<file path="src/rtl/rev_apb_master_pkg.sv">
// rev_apb_pkg: shared types for the APB initiator and the peripheral wrappers
// (gpio, uart, timers) that sit behind it.
//   apb_state_e : initiator FSM states
//   apb_req_t   : request bundle at the default widths
//   apb_rsp_t   : response bundle at the default widths
package rev_apb_pkg;

  localparam int APB_ADDR_W  = 4;
  localparam int APB_DATA_W  = 32;
  localparam int APB_STRB_W  = APB_DATA_W / 8;
  localparam int APB_TIMEOUT = 255;

  typedef enum logic [1:0] {
    IDLE   = 2'd0,
    SETUP  = 2'd1,
    ACCESS = 2'd2,
    RESP   = 2'd3
  } apb_state_e;

  typedef struct packed {
    logic [APB_ADDR_W-1:0] addr;
    logic                  write;
    logic [APB_DATA_W-1:0] wdata;
    logic [APB_STRB_W-1:0] strb;
  } apb_req_t;

  typedef struct packed {
    logic [APB_DATA_W-1:0] rdata;
    logic                  err;
  } apb_rsp_t;

endpackage

</file>
<file path="src/rtl/rev_apb_master_if.sv">
// rev_apb_master_if: request/response handshake plus APB bus of the initiator.
//   master modport : the bridge (drives req_ready_o, rsp_*, APB controls)
//   slave  modport : the requester/peripheral side (mirror of master)
interface rev_apb_master_if #(
  parameter int ADDR_W = rev_apb_pkg::APB_ADDR_W,
  parameter int DATA_W = rev_apb_pkg::APB_DATA_W
);
  localparam int STRB_W = DATA_W / 8;

  // request / response port
  logic              req_valid_i;
  logic              req_ready_o;
  logic [ADDR_W-1:0] req_addr_i;
  logic              req_write_i;
  logic [DATA_W-1:0] req_wdata_i;
  logic [STRB_W-1:0] req_strb_i;
  logic              rsp_valid_o;
  logic              rsp_ready_i;
  logic [DATA_W-1:0] rsp_rdata_o;
  logic              rsp_err_o;
  // APB bus
  logic              psel;
  logic              penable;
  logic [ADDR_W-1:0] paddr;
  logic              pwrite;
  logic [DATA_W-1:0] pwrdata;
  logic [STRB_W-1:0] pstrb;
  logic              pready;
  logic [DATA_W-1:0] prddata;
  logic              pslverr;

  modport master (
    input  req_valid_i, req_addr_i, req_write_i, req_wdata_i, req_strb_i,
           rsp_ready_i, pready, prddata, pslverr,
    output req_ready_o, rsp_valid_o, rsp_rdata_o, rsp_err_o,
           psel, penable, paddr, pwrite, pwrdata, pstrb
  );

  modport slave (
    output req_valid_i, req_addr_i, req_write_i, req_wdata_i, req_strb_i,
           rsp_ready_i, pready, prddata, pslverr,
    input  req_ready_o, rsp_valid_o, rsp_rdata_o, rsp_err_o,
           psel, penable, paddr, pwrite, pwrdata, pstrb
  );

endinterface

</file>
<file path="src/rtl/rev_apb_master.sv">
// rev_apb_master: APB initiator. Takes one valid/ready request, runs a
// SETUP/ACCESS transfer, returns read data and error status, and aborts an
// ACCESS that waits too long on pready. One transfer in flight at a time.
//   pclk  : clock
//   prstn : synchronous active-low reset
//   bus   : rev_apb_master_if.master (req/rsp handshake + APB bus)
module rev_apb_master
  import rev_apb_pkg::*;
#(
  parameter int ADDR_W  = APB_ADDR_W,
  parameter int DATA_W  = APB_DATA_W,
  parameter int TIMEOUT = APB_TIMEOUT
) (
  input  logic          pclk,
  input  logic          prstn,
  rev_apb_master_if.master bus
);

  localparam int STRB_W = DATA_W / 8;
  // Counter only needs to reach TIMEOUT-1; keep at least one bit for TIMEOUT=0.
  localparam int CNT_W  = (TIMEOUT > 0) ? $clog2(TIMEOUT + 1) : 1;
  localparam logic [CNT_W-1:0] CNT_LAST = (TIMEOUT > 0) ? CNT_W'(TIMEOUT - 1) : '0;

  apb_state_e        r_state, w_state;
  logic              r_psel, w_psel;
  logic              r_penable, w_penable;
  logic [ADDR_W-1:0] r_paddr, w_paddr;
  logic              r_pwrite, w_pwrite;
  logic [DATA_W-1:0] r_pwrdata, w_pwrdata;
  logic [STRB_W-1:0] r_pstrb, w_pstrb;
  logic              r_rsp_valid, w_rsp_valid;
  logic [DATA_W-1:0] r_rsp_rdata, w_rsp_rdata;
  logic              r_rsp_err, w_rsp_err;
  logic [CNT_W-1:0]  r_cnt, w_cnt;

  always_comb begin
    w_state     = r_state;
    w_psel      = r_psel;
    w_penable   = r_penable;
    w_paddr     = r_paddr;
    w_pwrite    = r_pwrite;
    w_pwrdata   = r_pwrdata;
    w_pstrb     = r_pstrb;
    w_rsp_valid = r_rsp_valid;
    w_rsp_rdata = r_rsp_rdata;
    w_rsp_err   = r_rsp_err;
    w_cnt       = r_cnt;
    case (r_state)
      IDLE: begin
        if (bus.req_valid_i) begin
          w_paddr   = bus.req_addr_i;
          w_pwrite  = bus.req_write_i;
          w_pwrdata = bus.req_wdata_i;
          // reads never drive strobes
          w_pstrb   = bus.req_write_i ? bus.req_strb_i : '0;
          w_psel    = 1'b1;
          w_cnt     = '0;
          w_state   = SETUP;
        end
      end
      SETUP: begin
        w_penable = 1'b1;
        w_state   = ACCESS;
      end
      ACCESS: begin
        if (bus.pready) begin
          // pready wins over an expiry landing on the same cycle
          w_rsp_rdata = (r_pwrite || bus.pslverr) ? '0 : bus.prddata;
          w_rsp_err   = bus.pslverr;
          w_psel      = 1'b0;
          w_penable   = 1'b0;
          w_rsp_valid = 1'b1;
          w_state     = RESP;
        end else if (TIMEOUT != 0 && r_cnt == CNT_LAST) begin
          w_rsp_rdata = '0;
          w_rsp_err   = 1'b1;
          w_psel      = 1'b0;
          w_penable   = 1'b0;
          w_rsp_valid = 1'b1;
          w_state     = RESP;
        end else if (r_cnt != '1) begin
          w_cnt = r_cnt + 1'b1;
        end
      end
      RESP: begin
        if (bus.rsp_ready_i) begin
          w_rsp_valid = 1'b0;
          w_state     = IDLE;
        end
      end
      default: w_state = IDLE;
    endcase
  end

  always_ff @(posedge pclk) begin
    if (!prstn) begin
      r_state     <= IDLE;
      r_psel      <= 1'b0;
      r_penable   <= 1'b0;
      r_paddr     <= '0;
      r_pwrite    <= 1'b0;
      r_pwrdata   <= '0;
      r_pstrb     <= '0;
      r_rsp_valid <= 1'b0;
      r_rsp_rdata <= '0;
      r_rsp_err   <= 1'b0;
      r_cnt       <= '0;
    end else begin
      r_state     <= w_state;
      r_psel      <= w_psel;
      r_penable   <= w_penable;
      r_paddr     <= w_paddr;
      r_pwrite    <= w_pwrite;
      r_pwrdata   <= w_pwrdata;
      r_pstrb     <= w_pstrb;
      r_rsp_valid <= w_rsp_valid;
      r_rsp_rdata <= w_rsp_rdata;
      r_rsp_err   <= w_rsp_err;
      r_cnt       <= w_cnt;
    end
  end

  assign bus.req_ready_o = (r_state == IDLE);
  assign bus.psel        = r_psel;
  assign bus.penable     = r_penable;
  assign bus.paddr       = r_paddr;
  assign bus.pwrite      = r_pwrite;
  assign bus.pwrdata     = r_pwrdata;
  assign bus.pstrb       = r_pstrb;
  assign bus.rsp_valid_o = r_rsp_valid;
  assign bus.rsp_rdata_o = r_rsp_rdata;
  assign bus.rsp_err_o   = r_rsp_err;

endmodule

</file>
<file path="src/flat_wrapper.sv">
// flat-port wrapper written by rule: the top's interface ports become plain ports
module rev_apb_master_flat import rev_apb_pkg::*;
#(
  parameter int ADDR_W  = APB_ADDR_W,
  parameter int DATA_W  = APB_DATA_W,
  parameter int TIMEOUT = APB_TIMEOUT
)
  (pclk, prstn, bus_req_valid_i, bus_req_addr_i, bus_req_write_i, bus_req_wdata_i, bus_req_strb_i, bus_rsp_ready_i, bus_pready, bus_prddata, bus_pslverr, bus_req_ready_o, bus_rsp_valid_o, bus_rsp_rdata_o, bus_rsp_err_o, bus_psel, bus_penable, bus_paddr, bus_pwrite, bus_pwrdata, bus_pstrb);
  rev_apb_master_if #(.ADDR_W(ADDR_W), .DATA_W(DATA_W)) bus_i ();
  input  logic pclk;
  input  logic prstn;
  input wire logic [$bits(bus_i.req_valid_i)-1:0] bus_req_valid_i;
  input wire logic [$bits(bus_i.req_addr_i)-1:0] bus_req_addr_i;
  input wire logic [$bits(bus_i.req_write_i)-1:0] bus_req_write_i;
  input wire logic [$bits(bus_i.req_wdata_i)-1:0] bus_req_wdata_i;
  input wire logic [$bits(bus_i.req_strb_i)-1:0] bus_req_strb_i;
  input wire logic [$bits(bus_i.rsp_ready_i)-1:0] bus_rsp_ready_i;
  input wire logic [$bits(bus_i.pready)-1:0] bus_pready;
  input wire logic [$bits(bus_i.prddata)-1:0] bus_prddata;
  input wire logic [$bits(bus_i.pslverr)-1:0] bus_pslverr;
  output wire logic [$bits(bus_i.req_ready_o)-1:0] bus_req_ready_o;
  output wire logic [$bits(bus_i.rsp_valid_o)-1:0] bus_rsp_valid_o;
  output wire logic [$bits(bus_i.rsp_rdata_o)-1:0] bus_rsp_rdata_o;
  output wire logic [$bits(bus_i.rsp_err_o)-1:0] bus_rsp_err_o;
  output wire logic [$bits(bus_i.psel)-1:0] bus_psel;
  output wire logic [$bits(bus_i.penable)-1:0] bus_penable;
  output wire logic [$bits(bus_i.paddr)-1:0] bus_paddr;
  output wire logic [$bits(bus_i.pwrite)-1:0] bus_pwrite;
  output wire logic [$bits(bus_i.pwrdata)-1:0] bus_pwrdata;
  output wire logic [$bits(bus_i.pstrb)-1:0] bus_pstrb;
  assign bus_i.req_valid_i = bus_req_valid_i;
  assign bus_i.req_addr_i = bus_req_addr_i;
  assign bus_i.req_write_i = bus_req_write_i;
  assign bus_i.req_wdata_i = bus_req_wdata_i;
  assign bus_i.req_strb_i = bus_req_strb_i;
  assign bus_i.rsp_ready_i = bus_rsp_ready_i;
  assign bus_i.pready = bus_pready;
  assign bus_i.prddata = bus_prddata;
  assign bus_i.pslverr = bus_pslverr;
  assign bus_req_ready_o = bus_i.req_ready_o;
  assign bus_rsp_valid_o = bus_i.rsp_valid_o;
  assign bus_rsp_rdata_o = bus_i.rsp_rdata_o;
  assign bus_rsp_err_o = bus_i.rsp_err_o;
  assign bus_psel = bus_i.psel;
  assign bus_penable = bus_i.penable;
  assign bus_paddr = bus_i.paddr;
  assign bus_pwrite = bus_i.pwrite;
  assign bus_pwrdata = bus_i.pwrdata;
  assign bus_pstrb = bus_i.pstrb;
  rev_apb_master #(.ADDR_W(ADDR_W), .DATA_W(DATA_W), .TIMEOUT(TIMEOUT)) u_core (.pclk(pclk), .prstn(prstn), .bus(bus_i));
endmodule
</file>
<file path="config.mk">
export PLATFORM = sky130hd
export DESIGN_NAME = rev_apb_master_flat
export DESIGN_NICKNAME = d
export VERILOG_FILES = /design/src/rtl/rev_apb_master_pkg.sv /design/src/rtl/rev_apb_master_if.sv /design/src/rtl/rev_apb_master.sv /design/src/flat_wrapper.sv
export SDC_FILE = /design/constraint.sdc
export NUM_CORES = 1
export LEC_CHECK = 0
export CORE_ASPECT_RATIO = 1.2
export CORE_MARGIN = 4
export CORE_UTILIZATION = 44
export CTS_BUF_LIST = sky130_fd_sc_hd__clkbuf_8 sky130_fd_sc_hd__clkbuf_16
export CTS_CLUSTER_SIZE = 20
export DETAILED_ROUTE_END_ITERATION = 10
export PLACE_DENSITY = 0.87
export SYNTH_ARGS = -nofsm -noshare
export SYNTH_HDL_FRONTEND = slang
export SYNTH_SLANG_ARGS = --single-unit
</file>
<file path="constraint.sdc">
create_clock -name pclk -period 2.5 [get_ports pclk]
set_input_delay 0.5 -clock pclk [delete_from_list [all_inputs] [get_ports pclk]]
set_output_delay 0.5 -clock pclk [all_outputs]
set_load 0.05 [all_outputs]
</file>
==> flow_metrics.tcl <==
set metrics [dict create \
    yosysUniqueCellTypes 40 \
    antenna_found_initial 0 \
    yosys_warnings 0 \
    final_max_slew_viol_count 0 \
    powerDensity_nw_per_um2 868 \
    setup_ws_ps 125 \
    synth_edf_count 0 \
    cts_inserted_buffers 9 \
    ios 157 \
    finalWeightedCongestion 0.803 \
    worst_pin_slew_ps 546 \
    cp-start-kind "flip-flop" \
    max-vdd-ir-drop_mv 0.531 \
    die_w_um 87.2 \
    leakage_uw 0.00192 \
    synth_top_cells_by_area "dfxtp_1, nand2_1, a21boi_0" \
    first_global_vias 3051 \
    cts_hold_buf 0 \
    post-route-period-util 0.950 \
    final.setup.tns_ps 0 \
    worstSetupPathType "flip-flop to output port" \
    syn_nets 432 \
    hpwl_um 6600 \
    syn_area_um2 3310 \
    slew_headroom 0.635 \
    ys_ff_latch 87 \
    cts_sinks 87 \
    clkTransAtPathRegs_ps 90 \
    seqPwrFrac 0.368 \
    dieArea_um2 8990 \
    internal_power_uw 2770 \
    synth_area_leader_cell "dfxtp_1" \
    worstPathMaxFanout 6 \
    avgSynthCellArea_um2 9.52 \
    crit_required_ps 2000 \
    netlist_top_cells_count "nand2_1, dfxtp_1, a21boi_0" \
    cts_max_level 3 \
    postSynthCellCount 348 \
    whs_ps 464 \
    drcViolationCount 0 \
    cts_resized 0 \
    routed_wirelength_um 9060 \
    p_total_uw 4510 \
    grt_overflow 0 \
    synth.most_common_cell "nand2_1" \
    drt_iter0_markers 99 \
    core_um2 7270 \
    grtUsageTotal 0.200 \
    die_h_um 103 \
    setup_viol 0 \
    path_cells "inv_1 -> ha_1 -> clkdlybuf4s50_1" \
    cts_setup_buffers 0 \
    fmax_ghz 0.421 \
    endpoint_kind "output port" \
    min_path_type "flip-flop to flip-flop" \
    synth_ff_type "dfxtp_1" \
    drtAntennaViolNets 0 \
    clk_latency_ps 350 \
    synth-async-reset-ratio 0 \
    first_pass_iters 4 \
    clockRootBuffer "clkbuf_8" \
    p_clk_frac 0.246 \
    p_sw_frac 0.386 \
    p_switching_uw 1740 \
    via_per_inst 5.13 \
    rsz0062_at_grt "false" \
    ys_seq_area_frac 0.526 \
    port_buffers 156 \
    initial_core_util 0.455 \
    via_count 3050 \
    min_period_ps 2380 \
    layout-drive-gt1-share 0.0634 \
    numPlacedInstances 579 \
    diodes 0 \
    grt_pass1_wl_um 14300 \
    grt_max_degree 44 \
    maxCapViolations 0 \
    hold_viol_final 0 \
    slowest_stage "clkdlybuf4s50_1" \
    pre_cts_slack_ps 434 \
    area_growth_pct 56.7 \
    combPwrFrac 0.386 \
    routedWlPerCell_um 15.2 \
    cts_buffer_depth 2 \
    rows 34 \
    critPathMaxStageDelay_ps 840 \
    final_cells 595 \
    fin_worst_skew_ps 12.5 \
    tritoncts "built" \
    synth_top_area_frac 0.526 \
    status "completed" \
    num-nets-final 584 \
    cp_data_arrival_time_ps 1880 \
]
## state kept, by name (all words and copies together) (netlist names)
register,flops
u_core.bus.pwrite,1
u_core.bus.rsp_err_o,1
u_core.r_state,2
u_core.r_cnt,8
u_core.bus.pstrb,4
u_core.bus.psel,1
u_core.bus.rsp_rdata_o,32
u_core.bus.rsp_valid_o,1
u_core.bus.penable,1
u_core.bus.pwrdata,32
u_core.bus.paddr,4
## cell type report
type | instances | area [um2]
fill | 530 | 2080
sequential | 87 | 1740
timing repair buffer | 164 | 1630
multi-input combinational | 233 | 1460
clock buffer | 9 | 124
tap | 90 | 113
clock inverter | 7 | 103
inverter | 5 | 18.8
## cell families after synthesis
family	share of synthesized area
simple gates	0.174
flops	0.526
buf+inv	0.0370
mux	0.0136
compound gates	0.231
fa+ha+maj	0.0189
## layer usage
metal | routed length [um] | up-vias | global-route usage
li1 | - | 1515 | -
met1 | 3600 | 1394 | 0.228
met2 | 4340 | 129 | 0.347
met3 | 975 | 12 | 0.0775
met4 | 150 | 0 | 0.0638
met5 | 0 | - | 0
## power groups by stage
| stage | Sequential (uW) | Clock, uW | Combinational, uW |
|---|---|---|---|
| final | 1660 | 1110 | 1740 |
| after global routing | 1680 | 1190 | 1860 |
| after CTS | 1660 | 1140 | 1760 |
| after detailed placement | 1690 | 0 | 1750 |
| after global placement | 1680 | 0 | 1730 |
| after floorplan | 2220 | 0 | 598 |
## placed cells by master, fill, tap and decap left out, drive strengths merged, types with 4 or more instances in the layout
cell,n
nand3,9
a22o,32
nor2,4
o21ai,4
buf,8
inv,8
a21oi,6
a21boi,43
ha,5
nand2,94
clkdlybuf4s50,156
clkbuf,9
dfxtp,87
## critical path: cells and delay by family, from the launching register on
family | cells | cell delay, ps
flip-flops | 1 | 320
buffers and inverters | 2 | 930
adder cells (fa/ha/maj) | 1 | 270
## through the flow
| step | instance area, um2 | util |
|---|---|---|
| after floorplan | 3310 | - |
| after global placement | 4960 | 0.682 |
| after detailed placement | 4960 | 0.682 |
| after CTS | 5190 | 0.714 |
| after global routing | 5190 | 0.714 |
| final | 5190 | 0.714 |
## path summary, 6_finish.rpt
path                                          from                                 endpoint  slack (ps)  cells past startpoint
setup / recovery    u_core.r_state[0]$_SDFFE_PN0P_                          bus_req_ready_o         120                      3
hold / removal    u_core.bus.pstrb[2]$_SDFFE_PN0P_         u_core.bus.pstrb[2]$_SDFFE_PN0P_         460                      2
setup reg to reg    u_core.r_state[0]$_SDFFE_PN0P_  u_core.bus.rsp_rdata_o[10]$_SDFFE_PN0P_         480                      6
hold reg to reg   u_core.bus.pstrb[2]$_SDFFE_PN0P_         u_core.bus.pstrb[2]$_SDFFE_PN0P_         460                      2
Note: power is estimated with default switching activity, not from simulation.
